$ cat src/rtl/mem_resp_if.sv
// Request/response bundle between the MDR and the memory responder mem_resp.
interface mem_resp_if #(
  parameter int DATA_WIDTH = 8,
  parameter int ADDR_WIDTH = 4
);
  logic                  req;
  logic                  we;
  logic [ADDR_WIDTH-1:0] addr;
  logic [DATA_WIDTH-1:0] ram_wr_data;
  logic [DATA_WIDTH-1:0] ram_rd_data;
  logic                  ack;
  logic                  busy;

  modport master (
    output req, we, addr, ram_wr_data,
    input  ram_rd_data, ack, busy
  );

  modport slave (
    input  req, we, addr, ram_wr_data,
    output ram_rd_data, ack, busy
  );
endinterface

$ cat src/rtl/mem_resp.sv
// Single-word RAM responder with fixed wait states and a one-cycle ack pulse.
// Optional macro MEM_INIT_CLEAR_EN adds a post-reset sweep that zeroes the RAM.
module mem_resp #(
  parameter int DATA_WIDTH  = 8,
  parameter int ADDR_WIDTH  = 4,
  parameter int WAIT_STATES = 2
) (
  input  logic       clk,
  input  logic       rst,
  mem_resp_if.slave  bus
);
  localparam int         DEPTH   = 1 << ADDR_WIDTH;
  localparam logic [3:0] WAIT_LD = 4'(WAIT_STATES);

`ifdef MEM_INIT_CLEAR_EN
  typedef enum logic [1:0] {ST_IDLE = 2'd0, ST_WAIT = 2'd1, ST_ACK = 2'd2, ST_CLEAR = 2'd3} state_t;
  localparam state_t RST_STATE = ST_CLEAR;
  localparam logic   RST_BUSY  = 1'b1;
`else
  typedef enum logic [1:0] {ST_IDLE = 2'd0, ST_WAIT = 2'd1, ST_ACK = 2'd2} state_t;
  localparam state_t RST_STATE = ST_IDLE;
  localparam logic   RST_BUSY  = 1'b0;
`endif

  state_t                state_q, state_d;
  logic [3:0]            cnt_q, cnt_d;
  logic [ADDR_WIDTH-1:0] addr_q, addr_d;
  logic                  we_q, we_d;
  logic [DATA_WIDTH-1:0] wdata_q, wdata_d;
  logic [DATA_WIDTH-1:0] rd_data_q, rd_data_d;
  logic                  ack_q, ack_d;
  logic                  busy_q, busy_d;
  logic                  accept_s;
  logic                  mem_we_s;
  logic [ADDR_WIDTH-1:0] mem_waddr_s;
  logic [DATA_WIDTH-1:0] mem_wdata_s;
  logic [DATA_WIDTH-1:0] mem_q [DEPTH];
`ifdef MEM_INIT_CLEAR_EN
  logic [ADDR_WIDTH-1:0] clr_addr_q, clr_addr_d;
`endif

  // Next-state, request capture, commit and output decode.
  always_comb begin
    state_d     = state_q;
    cnt_d       = cnt_q;
    addr_d      = addr_q;
    we_d        = we_q;
    wdata_d     = wdata_q;
    rd_data_d   = rd_data_q;
    ack_d       = 1'b0;
    accept_s    = 1'b0;
    mem_we_s    = 1'b0;
    mem_waddr_s = addr_q;
    mem_wdata_s = wdata_q;
`ifdef MEM_INIT_CLEAR_EN
    clr_addr_d  = clr_addr_q;
`endif
    case (state_q)
      ST_IDLE: begin
        accept_s = bus.req;
      end
      ST_WAIT: begin
        if (cnt_q != 4'd0) begin
          cnt_d = cnt_q - 4'd1;
        end else begin
          if (we_q) begin
            mem_we_s = 1'b1;
          end else begin
            rd_data_d = mem_q[addr_q];
          end
          state_d = ST_ACK;
          ack_d   = 1'b1;
        end
      end
      // Leaving ACK doubles as an accept slot so held requests stream without a gap.
      ST_ACK: begin
        accept_s = bus.req;
        state_d  = ST_IDLE;
      end
`ifdef MEM_INIT_CLEAR_EN
      ST_CLEAR: begin
        mem_we_s    = 1'b1;
        mem_waddr_s = clr_addr_q;
        mem_wdata_s = {DATA_WIDTH{1'b0}};
        if (clr_addr_q == {ADDR_WIDTH{1'b1}}) begin
          state_d = ST_IDLE;
        end else begin
          clr_addr_d = clr_addr_q + {{(ADDR_WIDTH-1){1'b0}}, 1'b1};
        end
      end
`endif
      default: begin
        state_d = ST_IDLE;
      end
    endcase
    if (accept_s) begin
      state_d = ST_WAIT;
      cnt_d   = WAIT_LD;
      addr_d  = bus.addr;
      we_d    = bus.we;
      wdata_d = bus.ram_wr_data;
    end else begin
      state_d = state_d;
    end
    busy_d = (state_d != ST_IDLE);
  end

  // Control, capture and output registers with synchronous reset.
  always_ff @(posedge clk) begin
    if (rst) begin
      state_q    <= RST_STATE;
      cnt_q      <= 4'd0;
      addr_q     <= {ADDR_WIDTH{1'b0}};
      we_q       <= 1'b0;
      wdata_q    <= {DATA_WIDTH{1'b0}};
      rd_data_q  <= {DATA_WIDTH{1'b0}};
      ack_q      <= 1'b0;
      busy_q     <= RST_BUSY;
`ifdef MEM_INIT_CLEAR_EN
      clr_addr_q <= {ADDR_WIDTH{1'b0}};
`endif
    end else begin
      state_q    <= state_d;
      cnt_q      <= cnt_d;
      addr_q     <= addr_d;
      we_q       <= we_d;
      wdata_q    <= wdata_d;
      rd_data_q  <= rd_data_d;
      ack_q      <= ack_d;
      busy_q     <= busy_d;
`ifdef MEM_INIT_CLEAR_EN
      clr_addr_q <= clr_addr_d;
`endif
    end
  end

  // RAM array write port; contents are deliberately not reset.
  always_ff @(posedge clk) begin
    if (mem_we_s && !rst) begin
      mem_q[mem_waddr_s] <= mem_wdata_s;
    end
  end

  assign bus.ram_rd_data = rd_data_q;
  assign bus.ack         = ack_q;
  assign bus.busy        = busy_q;
endmodule

$ cat src/flat_wrapper.sv
// flat-port wrapper written by rule: the top's interface ports become plain ports
module mem_resp_flat 
#(
  parameter int DATA_WIDTH  = 8,
  parameter int ADDR_WIDTH  = 4,
  parameter int WAIT_STATES = 2
)
  (clk, rst, bus_req, bus_we, bus_addr, bus_ram_wr_data, bus_ram_rd_data, bus_ack, bus_busy);
  mem_resp_if #(.DATA_WIDTH(DATA_WIDTH), .ADDR_WIDTH(ADDR_WIDTH)) bus_i ();
  input  logic clk;
  input  logic rst;
  input wire logic [$bits(bus_i.req)-1:0] bus_req;
  input wire logic [$bits(bus_i.we)-1:0] bus_we;
  input wire logic [$bits(bus_i.addr)-1:0] bus_addr;
  input wire logic [$bits(bus_i.ram_wr_data)-1:0] bus_ram_wr_data;
  output wire logic [$bits(bus_i.ram_rd_data)-1:0] bus_ram_rd_data;
  output wire logic [$bits(bus_i.ack)-1:0] bus_ack;
  output wire logic [$bits(bus_i.busy)-1:0] bus_busy;
  assign bus_i.req = bus_req;
  assign bus_i.we = bus_we;
  assign bus_i.addr = bus_addr;
  assign bus_i.ram_wr_data = bus_ram_wr_data;
  assign bus_ram_rd_data = bus_i.ram_rd_data;
  assign bus_ack = bus_i.ack;
  assign bus_busy = bus_i.busy;
  mem_resp #(.DATA_WIDTH(DATA_WIDTH), .ADDR_WIDTH(ADDR_WIDTH), .WAIT_STATES(WAIT_STATES)) u_core (.clk(clk), .rst(rst), .bus(bus_i));
endmodule
$ cat config.mk
export PLATFORM = sky130hd
export DESIGN_NAME = mem_resp_flat
export DESIGN_NICKNAME = d
export VERILOG_FILES = /design/src/rtl/mem_resp_if.sv /design/src/rtl/mem_resp.sv /design/src/flat_wrapper.sv
export SDC_FILE = /design/constraint.sdc
export NUM_CORES = 1
export LEC_CHECK = 0
export BUFFER_PORTS_ARGS = -buffer_cell sky130_fd_sc_hd__buf_2
export CAP_MARGIN = 10
export CORE_MARGIN = 2
export CORE_UTILIZATION = 63
export DETAILED_ROUTE_END_ITERATION = 8
export PLACE_DENSITY = 0.87
export RECOVER_POWER = 25
export SETUP_SLACK_MARGIN = 0.3
export SLEW_MARGIN = 20
export SYNTH_ARGS = -nofsm -noshare
export SYNTH_HDL_FRONTEND = slang
export SYNTH_SLANG_ARGS = --single-unit
$ cat constraint.sdc
create_clock -name clk -period 6.5 [get_ports clk]
set_input_delay 0.975 -clock clk [delete_from_list [all_inputs] [get_ports clk]]
set_output_delay 0.975 -clock clk [all_outputs]
set_load 0.05 [all_outputs]
# After elaboration in Yosys (flattened, before gate mapping)

Memories as Yosys holds them, arrays and structs flattened. A register that Yosys moved wholly into a read port is not among the register bits.
Index checks and enable logic that the tools add are counted.

Add/subtract/negate cells: 1
Eq/ne operators: 2
Mux-type cells: 13
Bitwise operators: 3
Reduce and logical (&&, ||, !) cells: 13

Operators with widths:

| cell                | count |
|---|---|
| $mux 2              | 5 |
| $mux 1              | 7 |
| $reduce_bool 2->1   | 3 |
| $reduce_or 2->1     | 3 |
| $pmux 2 s2          | 1 |
| $reduce_and 2->1    | 2 |
| $reduce_bool 4->1   | 1 |
| $sub 4x1->4 const B | 1 |
| $not 1->1           | 3 |
| $reduce_and 3->1    | 1 |
| $eq 2x1->1 const B  | 1 |
| $eq 2x2->1 const B  | 1 |
| $logic_not 2->1     | 1 |
| $logic_and 1x1->1   | 1 |
| $logic_not 1->1     | 1 |

Register bits: 21
RAM bits: 128
Bits of input ports: 16
Output and inout port bits: 10
Memories: 1

Memory list:

| memory       | depth | width | read ports | clocked after Yosys merged registers in | write ports | line           | RTL |
|---|---|---|---|---|---|---|---|
| u_core.mem_q | 16    | 8     | 1          | 1                                       | 1           | mem_resp.sv:37 | `logic [DATA_WIDTH-1:0] mem_q [DEPTH];` |

# Longest topological paths before layout

Gate-level depths: netlist of run 1.

Depth after elaboration: 6
Gate-level depth with buffers: 6
Mapped depth without buffers: 5

# Worst setup path after synthesis of run 1

OpenSTA, ideal clock, no wires.

Path kind: input port to flip-flop
From: input port rst
To: memory u_core.mem_q[10][0], enable pin
Library setup time: 0.395 ns
Arrival time: 2.283 ns
Required time: 6.105 ns
Path slack: 3.822 ns
Cell stages on the path: 4
Buffers on the path: 1
Cell sequence: inv_1 -> nand4_2 -> buf_2 -> nor4_1

Cells in the longest elaborated chain, start to end: 4

Ends and longest elaborated chain:

| what                         | line               | RTL |
|---|---|---|
| from (decl)                  | flat_wrapper.sv:11 | `input logic rst;` |
| $logic_not 1->1              | mem_resp.sv:139    | `if (mem_we_s && !rst) begin` |
| $logic_and 1x1->1            | mem_resp.sv:139    |  |
| $mux 1                       | mem_resp.sv:139    |  |
| $mux 1 (not written as such) | mem_resp.sv:140    | `mem_q[mem_waddr_s] <= mem_wdata_s;` |
| to (decl)                    | mem_resp.sv:37     |  |

Every way passes these cells.

# Worst setup path after layout of run 1

From: input port rst
To: memory u_core.mem_q[9][3], enable pin

The elaborated chain is that of the path after synthesis.

==> summary.md, run 1 <==
| Metric | Value |
|---|---|
| DR vias/cell | 6.713 |
| Synth area leaders | edfxtp_1, mux4_1, dfxtp_1 |
| DRC viols | 0 |
| Reg power frac | 53.3% |
| Worst path required time | 6.74 ns |
| Top-area cell type share of the netlist area | 62.07% |
| Slew @ Worst Pin | 0.9014 ns |
| TritonCTS Buffers | 17 |
| Syn nets | 358 |
| Starting Density | 64.24% |
| P_int | 1.646 mW |
| Worst VDD drop | 0.0002059 V |
| Net Switching | 0.4682 mW |
| TritonRoute pass-1 iters | 5 |
| Final net count | 398 |
| Final worst path period need | 2.525 ns |
| Die Ht | 103.1 microns |
| Area after DPL | 6485 sq um |
| Kind of critical path | in -> reg |
| Postcts setup bufs | 0 |
| Setup TNS | 0 ns |
| Fillers | 550 |
| RSZ-0062 raised after global routing | no |
| Mapped Avg Cell Area | 18.16 sq um |
| Setup crit start kind | input pin |
| Row Count | 36 |
| Total track usage | 27.96% |
| Core Area | 9639 sq um |
| Routability cong. | 0.8219 |
| Post-synth EDFFs | 128 |
| Hold buffer count at cts | 0 |
| CP max FO | 20 |
| Final Max Slew Viols | 0 |
| Synth cell count leaders | edfxtp_1, dfxtp_1, nand2_1 |
| Sequential area share after synthesis | 71.45% |
| Die area | 10640 sq um |
| Top-count cell post-synth | edfxtp_1 |
| Post_cts resized | 0 |
| Yosys Warn Count | 0 |
| Clock skew | 0.009251 ns |
| Outcome | completed |
| Layout cells sized above 1 | 21.83% |
| Wirelength, routed | 13.70 mm |
| Die width | 103.1 microns |
| Netlist cell types | 34 |
| Port bufs | 25 |
| Largest net degree at the start of global routing | 43 |
| H-tree levels | 4 |
| Post-Synthesis Cell Area | 6192 sq um |
| Top FF cell, synth | edfxtp_1 |
| Ports | 26 |
| Via count of the routed design | 3538 |
| CP Data Arrival Time | 2.76 ns |
| Hold slack final | 0.5143 ns |
| Dpl hpwl | 8.309 mm |
| F_max | 396.0 MHz |
| Max Cap Viol | 0 |
| Post-DR wirelength/cell | 25.99 microns |
| CTS tree | yes |
| Switching Fraction | 22.15% |
| Count of final setup violators | 0 |
| Num Clock Sinks | 157 |
| Critical path endpoint category | flip-flop |
| CTS Buffer Depth | 2 |
| ANT cells | 0 |
| Async set-reset flop share out of synthesis | 0% |
| Final period util | 38.85% |
| Clock Power Share | 41.7% |
| First DRT Iteration DRCs | 435 |
| CTS root buffer | clkbuf_8 |
| Antenna violations before repair | 0 |
| Leakage Power | 2.580 nW |
| Global-route wire length before repair | 20.31 mm |
| Area grow syn2layout | 13.36% |
| Fin area | 7019 sq um |
| Combinational share of power | 5.0% |
| Number of global-route vias before repair | 3365 |
| Clock transition at the registers of the reported paths | 0.06 ns |
| Yosys reg bits | 157 |
| Worst Hold Class | reg -> reg |
| Pwr Density | 301.1 nW/um^2 |
| Tot Pwr | 2.114 mW |
| Final hold vios | 0 |
| Final ANT Viol Nets | 0 |
| Mapped Cells | 341 |
| Cell taking the most area after synthesis | edfxtp_1 |
| Slew headroom | 39.83% |
| Total grt overflow | 0 |
| Worst skew pair latency | 0.53 ns |
==> cell families (layout without fill, tap and decap cells) <==
kind of cell	count (synthesis)	count (layout)	synth area share (%)
simple gates	66	66	5.739
compound gates	39	39	4.142
buf+inv	30	83	2.667
mux	48	48	15.80
flops	157	157	71.45
fa+ha+maj	1	1	0.2020
==> final timing paths <==
kind                   endpoint            start  depth (start not counted)  slack, ns
max          u_core.mem_q[9][3]              rst                          5       3.97
max reg2reg  u_core.mem_q[9][3]  u_core.cnt_q[0]                          6       4.06
min             u_core.cnt_q[0]  u_core.cnt_q[0]                          2       0.51
min reg2reg     u_core.cnt_q[0]  u_core.cnt_q[0]                          2       0.51
==> metrics by stage <==
step / setup WS, ns / std cells / util [%]
after global routing: 3.909 / 527 / 72.82
final: 3.975 / 527 / 72.82
after CTS: 4.014 / 527 / 72.82
after detailed placement: 3.562 / 495 / 67.28
after floorplan: 3.822 / 341 / -
after global placement: 3.655 / 495 / 67.28
==> power by group through the flow <==
stage                     Combinational, mW  Sequential, mW  Clock (mW)
final                                 0.105            1.13       0.882
after floorplan                      0.0708            1.14           0
after global placement               0.0996            1.14           0
after global routing                  0.112            1.13       0.934
after CTS                             0.104            1.13       0.885
after detailed placement              0.103            1.15           0
==> sequential cells by signal, indices dropped and copies added, names as in the netlist, 2 cells and up <==
signal	count
u_core.addr_q	4
u_core.bus.ram_rd_data	8
u_core.cnt_q	4
u_core.mem_q	128
u_core.mem_wdata_s	8
u_core.state_q	2
==> worst max-delay path, cell delays in order <==
cell and delay, ns:
buf_2 0.22, inv_1 0.29, nand4_2 0.50, nor4_1 0.51, buf_4 0.25
==> final cells by class <==
class	count	area (sq um)	share of cell area, %
well taps	133	166.4	2.371
clock buffers	23	473.0	6.738
repair buffers	43	260.3	3.708
clock inverters	9	61.31	0.8734
multi-input cells	154	1603	22.83
flip-flops and latches	157	4425	63.05
inverters	8	30.03	0.4278
==> layout by cell type (no fill, tap or decap), types with 3 or more instances in the layout <==
master	instances
a21oi_1	17
buf_2	25
buf_4	18
clkbuf_16	17
clkbuf_2	4
clkinv_2	4
clkinv_4	4
dfxtp_1	28
edfxtp_1	128
inv_1	7
mux2i_1	16
mux4_1	26
mux4_2	6
nand2_1	29
nand2b_1	4
nor4_1	16
o21ai_0	5
o221ai_1	8
o311ai_0	8
or3_1	3
==> layer usage <==
layer | part of all wire [%] | global-route usage, %
met5 | 0 | 0
met3 | 10 | 9.017
met2 | 47 | 42.21
met1 | 40 | 39.30
met4 | 3.1 | 9.312
Power figures use the tool's default switching activity.
==> run 2: changes to the inputs <==
Settings changed: ABC_AREA from default to 1, CORE_UTILIZATION 63 to 55, PLACE_DENSITY 0.87 to 0.81.
Clock period 6.5 ns to 2.2 ns, I/O delays scaled along.
==> run 2 against run 1 <==
  * Register-to-register slack worse by 3.8 ns
  * Final cell count is 55% higher
  * Via count is 30% higher
  * Area after synthesis is 2.5% higher
  * Clock power grew to 3.1 times the previous value
  * Synthesized cell count is 81% higher
  * Critical endpoint is now u_core.mem_q[11][6]
==> summary.md, run 2 <==
| Metric | Value |
|---|---|
| CTS Buffer Depth | 2 (unchanged) |
| Hold slack final | 0.1456 ns (-0.3687 ns) |
| Port bufs | 25 (unchanged) |
| Top FF cell, synth | edfxtp_1 |
| Synth cell count leaders | nand2_1, edfxtp_1, nor2_1 |
| Cell mode on critical path | nand3_4 |
| Area grow syn2layout | 17.42% |
| Row Count | 39 (+8.3%) |
| Starting Density | 56.08% (-8.2 points) |
| Final worst path period need | 1.950 ns |
| Slew @ Worst Pin | 0.8882 ns (-0.01313 ns) |
| WP buf/inv | 2 (-1) |
| Slew headroom | 40.70% (+0.88 points) |
| Sequential area share after synthesis | 69.69% (-1.8 points) |
| Outcome | completed |
| Max Cap Viol | 0 (unchanged) |
| Hold buffer count at cts | 0 (unchanged) |
| Dpl hpwl | 9.211 mm (+11%) |
| Tot Pwr | 6.682 mW (+220%) |
| Reg with most FFs | u_core.mem_q |
| Final Max Slew Viols | 0 (unchanged) |
| Yosys reg bits | 157 (unchanged) |
| Ports | 26 (unchanged) |
| Count of final setup violators | 0 (unchanged) |
| Mapped Cells | 617 (+81%) |
| Leakage Power | 2.955 nW (+15%) |
| Global-route wire length before repair | 22.80 mm (+12%) |
| First DRT Iteration DRCs | 515 (+18%) |
| Via count of the routed design | 4591 (+30%) |
| Netlist cell types | 22 (-35%) |
| Post-Synthesis Cell Area | 6349 sq um (+2.5%) |
| Cell family with most CP delay | simple AND/OR/NAND/NOR gates |
| Worst path required time | 2.34 ns (-4.40 ns) |
| CP cell instances | inv_2 > ha_4 > nand3_4 > nor3_1 > and2_4 > nand3_4 > nor2_4 > buf_6 |
| Async set-reset flop share out of synthesis | 0% (unchanged) |
| DR vias/cell | 5.619 (-16%) |
| CTS tree | yes |
| TritonCTS Buffers | 17 (unchanged) |
| Number of global-route vias before repair | 4529 (+35%) |
| Worst Hold Class | in -> reg |
| CP peak stage delay | 0.32 ns (-0.19 ns) |
| Top-count cell post-synth | nand2_1 |
| Num Clock Sinks | 157 (unchanged) |
| Final hold vios | 0 (unchanged) |
| Fillers | 791 (+44%) |
| Slowest CP cell | dfxtp_1 |
| Wirelength, routed | 14.50 mm (+5.8%) |
| Syn nets | 634 (+77%) |
| Most common cell after layout, fill and taps aside | nand2_1 |
| Clock transition at the registers of the reported paths | 0.06 ns (about the same) |
| Setup crit start kind | flip-flop |
| Setup TNS | 0 ns (unchanged) |
| CP Data Arrival Time | 2.09 ns (-0.67 ns) |
| Antenna violations before repair | 0 (unchanged) |
| Kind of critical path | reg -> reg |
| Routability cong. | 0.9220 (+12%) |
| Top-area cell type share of the netlist area | 60.54% (-1.5 points) |
| Postcts setup bufs | 0 (unchanged) |
| Die area | 12420 sq um (+17%) |
| Most frequent cells in the layout | nand2_1, edfxtp_1, nor2_1, nand3_1, dfxtp_1 |
| Final ANT Viol Nets | 0 (unchanged) |
| Final net count | 678 (+70%) |
| Largest register FFs | 128 (unchanged) |
| Total track usage | 24.16% (-3.8 points) |
| Largest net degree at the start of global routing | 40 (-7.0%) |
| Critical path endpoint category | flip-flop |
| Cell taking the most area after synthesis | edfxtp_1 |
| Synth area leaders | edfxtp_1, nand2_1, dfxtp_1 |
| Total grt overflow | 0 (unchanged) |
| Pwr Density | 896.4 nW/um^2 (+200%) |
| CP max FO | 8 (-60%) |
| Layout cells sized above 1 | 17.36% (-4.5 points) |
| Die width | 111.4 microns (+8.0%) |
| F_max | 512.9 MHz |
| TritonRoute pass-1 iters | 7 (+2) |
| Post-DR wirelength/cell | 17.75 microns (-32%) |
| CTS root buffer | clkbuf_16 |
| Die Ht | 111.4 microns (+8.0%) |
| Yosys Warn Count | 0 (unchanged) |
| ANT cells | 0 (unchanged) |
| DRC viols | 0 (unchanged) |
| Clock skew | 0.01205 ns (+0.002801 ns) |
| Post-synth EDFFs | 128 (unchanged) |
| Mapped Avg Cell Area | 10.29 sq um (-43%) |
| Worst VDD drop | 0.0006865 V (+230%) |
| Worst skew pair latency | 0.43 ns (-0.10 ns) |
| H-tree levels | 4 (unchanged) |
| Final period util | 88.63% |
| Core Area | 11320 sq um (+17%) |
| RSZ-0062 raised after global routing | yes |
## run 2: cell count changes in the layout (fill, tap and decap cells not counted), sizes merged, moves of 5 or more
cell    change
nand3      +47
nand4       +5
o221ai      -8
inv        +18
nand2     +235
nor4       -16
o311ai      -8
nor2       +59
o21ai      +17
mux4       -32
mux2i      -16
buf         +9
a21oi      -11
## run 2: final cells by class
class                      count  area, sq um  area share (%)
clock buffer                  18        439.2           5.891
clock inverter                14        125.1           1.678
inverter                      18        67.56          0.9063
multi-input combinational    414         1847           24.77
sequential                   157         4432           59.45
tap                          143        178.9           2.400
timing repair buffer          53        365.4           4.901
## run 2: cell families after synthesis
| logic type | after synthesis | share of synthesized area [%] |
|---|---|---|
| AO/OA/AOI/OAI | 30 | 2.444 |
| AND/OR/NAND/NOR | 383 | 24.28 |
| buffers and inverters | 46 | 3.390 |
| adder cells (fa/ha/maj) | 1 | 0.1971 |
| flip-flops | 157 | 69.69 |
## run 2: per-stage QoR
step | cells | cell area, sq um | worst slack [ns] | utilization [%]
floorplan | 617 | 6349 | 0.2813 | -
global placement | 785 | 6716 | 0.3022 | 59.33
detailed placement | 785 | 6716 | 0.2160 | 59.33
CTS | 817 | 7305 | 0.3187 | 64.52
global route | 817 | 7455 | 0.1677 | 65.85
finish | 817 | 7455 | 0.2502 | 65.85
## run 2: final timing paths
kind / start / endpoint / cells past startpoint / slack [ns]
min reg2reg: u_core.cnt_q[2] / u_core.cnt_q[2] / 2 / 0.51
max: u_core.cnt_q[0] / u_core.mem_q[11][6] / 8 / 0.25
min: rst / u_core.state_q[0] / 2 / 0.15
max reg2reg: u_core.cnt_q[0] / u_core.mem_q[11][6] / 8 / 0.25
## run 2: metal layers
metal  up-vias  part of all wire (%)  wire, microns  track usage (%)
met5         -                     0              0                0
met4         0                   3.4            499            10.21
met3        58                   9.5           1380            4.899
met2       264                    51           7336            40.41
met1      2118                    36           5282            31.05
li1       2151                     -              -                -
## run 2: what timing repair did
| action | 4_1_cts | 5_1_grt |
|---|---|---|
| endpoints found under the setup margin | 128 | 136 |
| pin swaps | 0 | 5 |
| gates resized for setup | 7 | 43 |
## run 2: power breakdown
part	internal (mW)	switching [mW]
Clock	1.52	1.22
Combinational	0.163	0.394
Sequential	3.28	0.114
Total	4.96	1.72
==> run 3: changes to the inputs <==
Settings changed: CORE_ASPECT_RATIO from default to 1.75, CORE_MARGIN 2 to default.
==> run 3 against run 2 <==
  * Count of clock-buffer cells in the layout down 1
  * Critical path depth unchanged
  * Setup slack worse by 0.022 ns
  * Worst hold slack lost 0.012 ns
  * Global-route usage rose by 2.8 points
  * Largest cell class unchanged
  * Critical path type unchanged
==> summary.md, run 3 (same netlist as run 2, synthesis figures left out) <==
| Metric | Value |
|---|---|
| Outcome | completed |
| Largest net degree at the start of global routing | 43 (+7.5%) |
| CTS tree | yes |
| Row Count | 51 (+31%) |
| Dpl hpwl | 9.584 mm (+4.0%) |
| Via count of the routed design | 4623 (+0.70%) |
| Fin area | 7420 sq um (-0.47%) |
| Reg with most FFs | u_core.mem_q |
| Total track usage | 26.99% (+2.8 points) |
| Number of global-route vias before repair | 4694 (+3.6%) |
| Clock Power Share | 44.6% (+3.7 points) |
| Antenna violations before repair | 0 (unchanged) |
| Fillers | 790 (-0.13%) |
| ANT cells | 0 (unchanged) |
| Worst skew pair latency | 0.42 ns (about the same) |
| Net Switching | 1.666 mW (-3.4%) |
| Die area | 11990 sq um (-3.4%) |
| R2R Setup Slk | 0.23 ns (-0.02 ns) |
| Critical path destination | u_core.mem_q[12][3] |
| Hold buffer count at cts | 0 (unchanged) |
| Slowest CP cell | dfxtp_1 |
| CP cell instances | inv_1 > ha_4 > nand3_2 > nor3_1 > and2_4 > nand3_4 > nor2_2 > buf_4 |
| Setup TNS | 0 ns (unchanged) |
| DRC viols | 0 (unchanged) |
| Starting Density | 56.85% (+0.77 points) |
| Worst Hold Class | in -> reg |
| Reg power frac | 47.5% (-3.2 points) |
| H-tree levels | 4 (unchanged) |
| WP buf/inv | 2 (unchanged) |
| Area grow syn2layout | 16.87% |
| Worst path required time | 2.33 ns (about the same) |
| CP Data Arrival Time | 2.10 ns (about the same) |
| Core Area | 11170 sq um (-1.4%) |
| F_max | 507.1 MHz (-1.1%) |
| Hold slack final | 0.1340 ns (-0.01159 ns) |
| Slew headroom | 38.96% (-1.7 points) |
| Post-Place Cells | 772 (-1.7%) |
| Final ANT Viol Nets | 0 (unchanged) |
| Die width | 83.22 microns (-25%) |
| CP max FO | 8 (unchanged) |
| Final Max Slew Viols | 0 (unchanged) |
| Final net count | 677 (-0.15%) |
| Kind of critical path | reg -> reg |
| Switching Fraction | 23.43% (-2.4 points) |
| Final Worst Setup Slack | 0.2281 ns (-0.02208 ns) |
| P_int | 5.443 mW (+9.8%) |
| Layout cells sized above 1 | 15.16% (-2.2 points) |
| Critical Path Source | u_core.cnt_q[1] |
| Combinational share of power | 7.9% (-0.4 points) |
| RSZ-0062 raised after global routing | no |
| Wirelength, routed | 15.34 mm (+5.8%) |
| Count of final setup violators | 0 (unchanged) |
| Die Ht | 144.1 microns (+29%) |
| Final period util | 89.63% (+1.0 points) |
| CP peak stage delay | 0.30 ns (-0.02 ns) |
| TritonRoute pass-1 iters | 5 (-2) |
| Clock skew | 0.01010 ns (-0.001948 ns) |
| DR vias/cell | 5.743 (+2.2%) |
| CTS root buffer | clkbuf_16 |
| Ports | 26 (unchanged) |
| Pwr Density | 958.1 nW/um^2 (+6.9%) |
| Clock transition at the registers of the reported paths | 0.06 ns (about the same) |
| First DRT Iteration DRCs | 537 (+4.3%) |
| Worst r2r dst | u_core.mem_q[12][3] |
| Leakage Power | 2.961 nW (+0.20%) |
| Area after DPL | 6688 sq um (-0.43%) |
| Routability cong. | 0.8508 (-7.7%) |
| Placement Setup Slack | 0.2165 ns (+0.0004960 ns) |
| Largest register FFs | 128 (unchanged) |
| Final Non-Filler Cells | 805 (-1.5%) |
| Worst reg2reg path depth | 8 (unchanged) |
| Worst VDD drop | 0.0007902 V (+15%) |
| CTS Buffer Depth | 2 (unchanged) |
| Num Clock Sinks | 157 (unchanged) |
| Total grt overflow | 0 (unchanged) |
| Most frequent cells in the layout | nand2_1, edfxtp_1, nor2_1, nand3_1, dfxtp_1 |
| Final hold vios | 0 (unchanged) |
| Global-route wire length before repair | 23.29 mm (+2.2%) |
| Max Cap Viol | 0 (unchanged) |
| Slew @ Worst Pin | 0.9143 ns (+0.02611 ns) |
| Hold Path Depth | 2 (unchanged) |
| Cell family with most CP delay | simple AND/OR/NAND/NOR gates |
| Crit. path cell count | 8 (unchanged) |
| Port bufs | 25 (unchanged) |
| Setup crit start kind | flip-flop |
| Critical path endpoint category | flip-flop |
| Post-DR wirelength/cell | 19.06 microns (+7.4%) |
| Final worst path period need | 1.972 ns (+0.02208 ns) |
| TritonCTS Buffers | 17 (unchanged) |
| Most common cell after layout, fill and taps aside | nand2_1 |
| Reg2reg start | u_core.cnt_q[1] |
==> run 3: through the flow <==
step,util [%],power [mW]
2_1_floorplan,-,3.776
3_3_place_gp,59.89,3.955
3_5_place_dp,59.89,3.966
4_1_cts,65.95,7.111
5_1_grt,66.44,7.313
6_report,66.44,7.109
==> run 3: worst reg2reg max path: stages, from the launching register on <==
cell	delay, ns
dfxtp_1	0.30
inv_1	0.12
ha_4	0.17
nand3_2	0.09
nor3_1	0.24
and2_4	0.27
nand3_4	0.16
nor2_2	0.14
buf_4	0.18
==> run 3: how the worst min path moves through the flow <==
stage                     from         endpoint
6_report                   rst  u_core.bus.busy
5_1_grt                    rst  u_core.bus.busy
4_1_cts                    rst  u_core.bus.busy
3_5_place_dp   u_core.cnt_q[2]  u_core.cnt_q[2]
3_3_place_gp   u_core.cnt_q[2]  u_core.cnt_q[2]
2_1_floorplan              rst  u_core.bus.busy
==> run 3: cell type report <==
| cell class | instances | area, sq um | area share, % |
|---|---|---|---|
| Sequential cell | 157 | 4425 | 59.65 |
| Timing Repair Buffer | 52 | 327.8 | 4.418 |
| Tap cell | 132 | 165.2 | 2.226 |
| Clock inverter | 15 | 219.0 | 2.951 |
| Inverter | 18 | 67.56 | 0.9106 |
| Clock buffer | 17 | 425.4 | 5.734 |
| Multi-Input combinational cell | 414 | 1789 | 24.11 |
==> run 3: power by group through the flow <==
stage / combinational, mW / clock, mW / sequential, mW
after floorplan: 0.343 / 0 / 3.43
after global placement: 0.517 / 0 / 3.44
after detailed placement: 0.529 / 0 / 3.44
after CTS: 0.540 / 3.19 / 3.38
after global routing: 0.617 / 3.31 / 3.38
final: 0.559 / 3.17 / 3.38
==> run 3: repair_timing <==
action                                  CTS  global route
buffers inserted                          0             1
resized for setup                         8            14
endpoints found under the setup margin  120            96
pin swaps                                 0             3
==> run 3: layer usage <==
metal / vias up / global-route usage (%) / share of wire (%)
met3: 78 / 5.993 / 6.3
met4: 0 / 19.33 / 5.9
li1: 2142 / - / -
met1: 2171 / 26.45 / 34
met2: 232 / 49.78 / 54
met5: - / 0 / 0
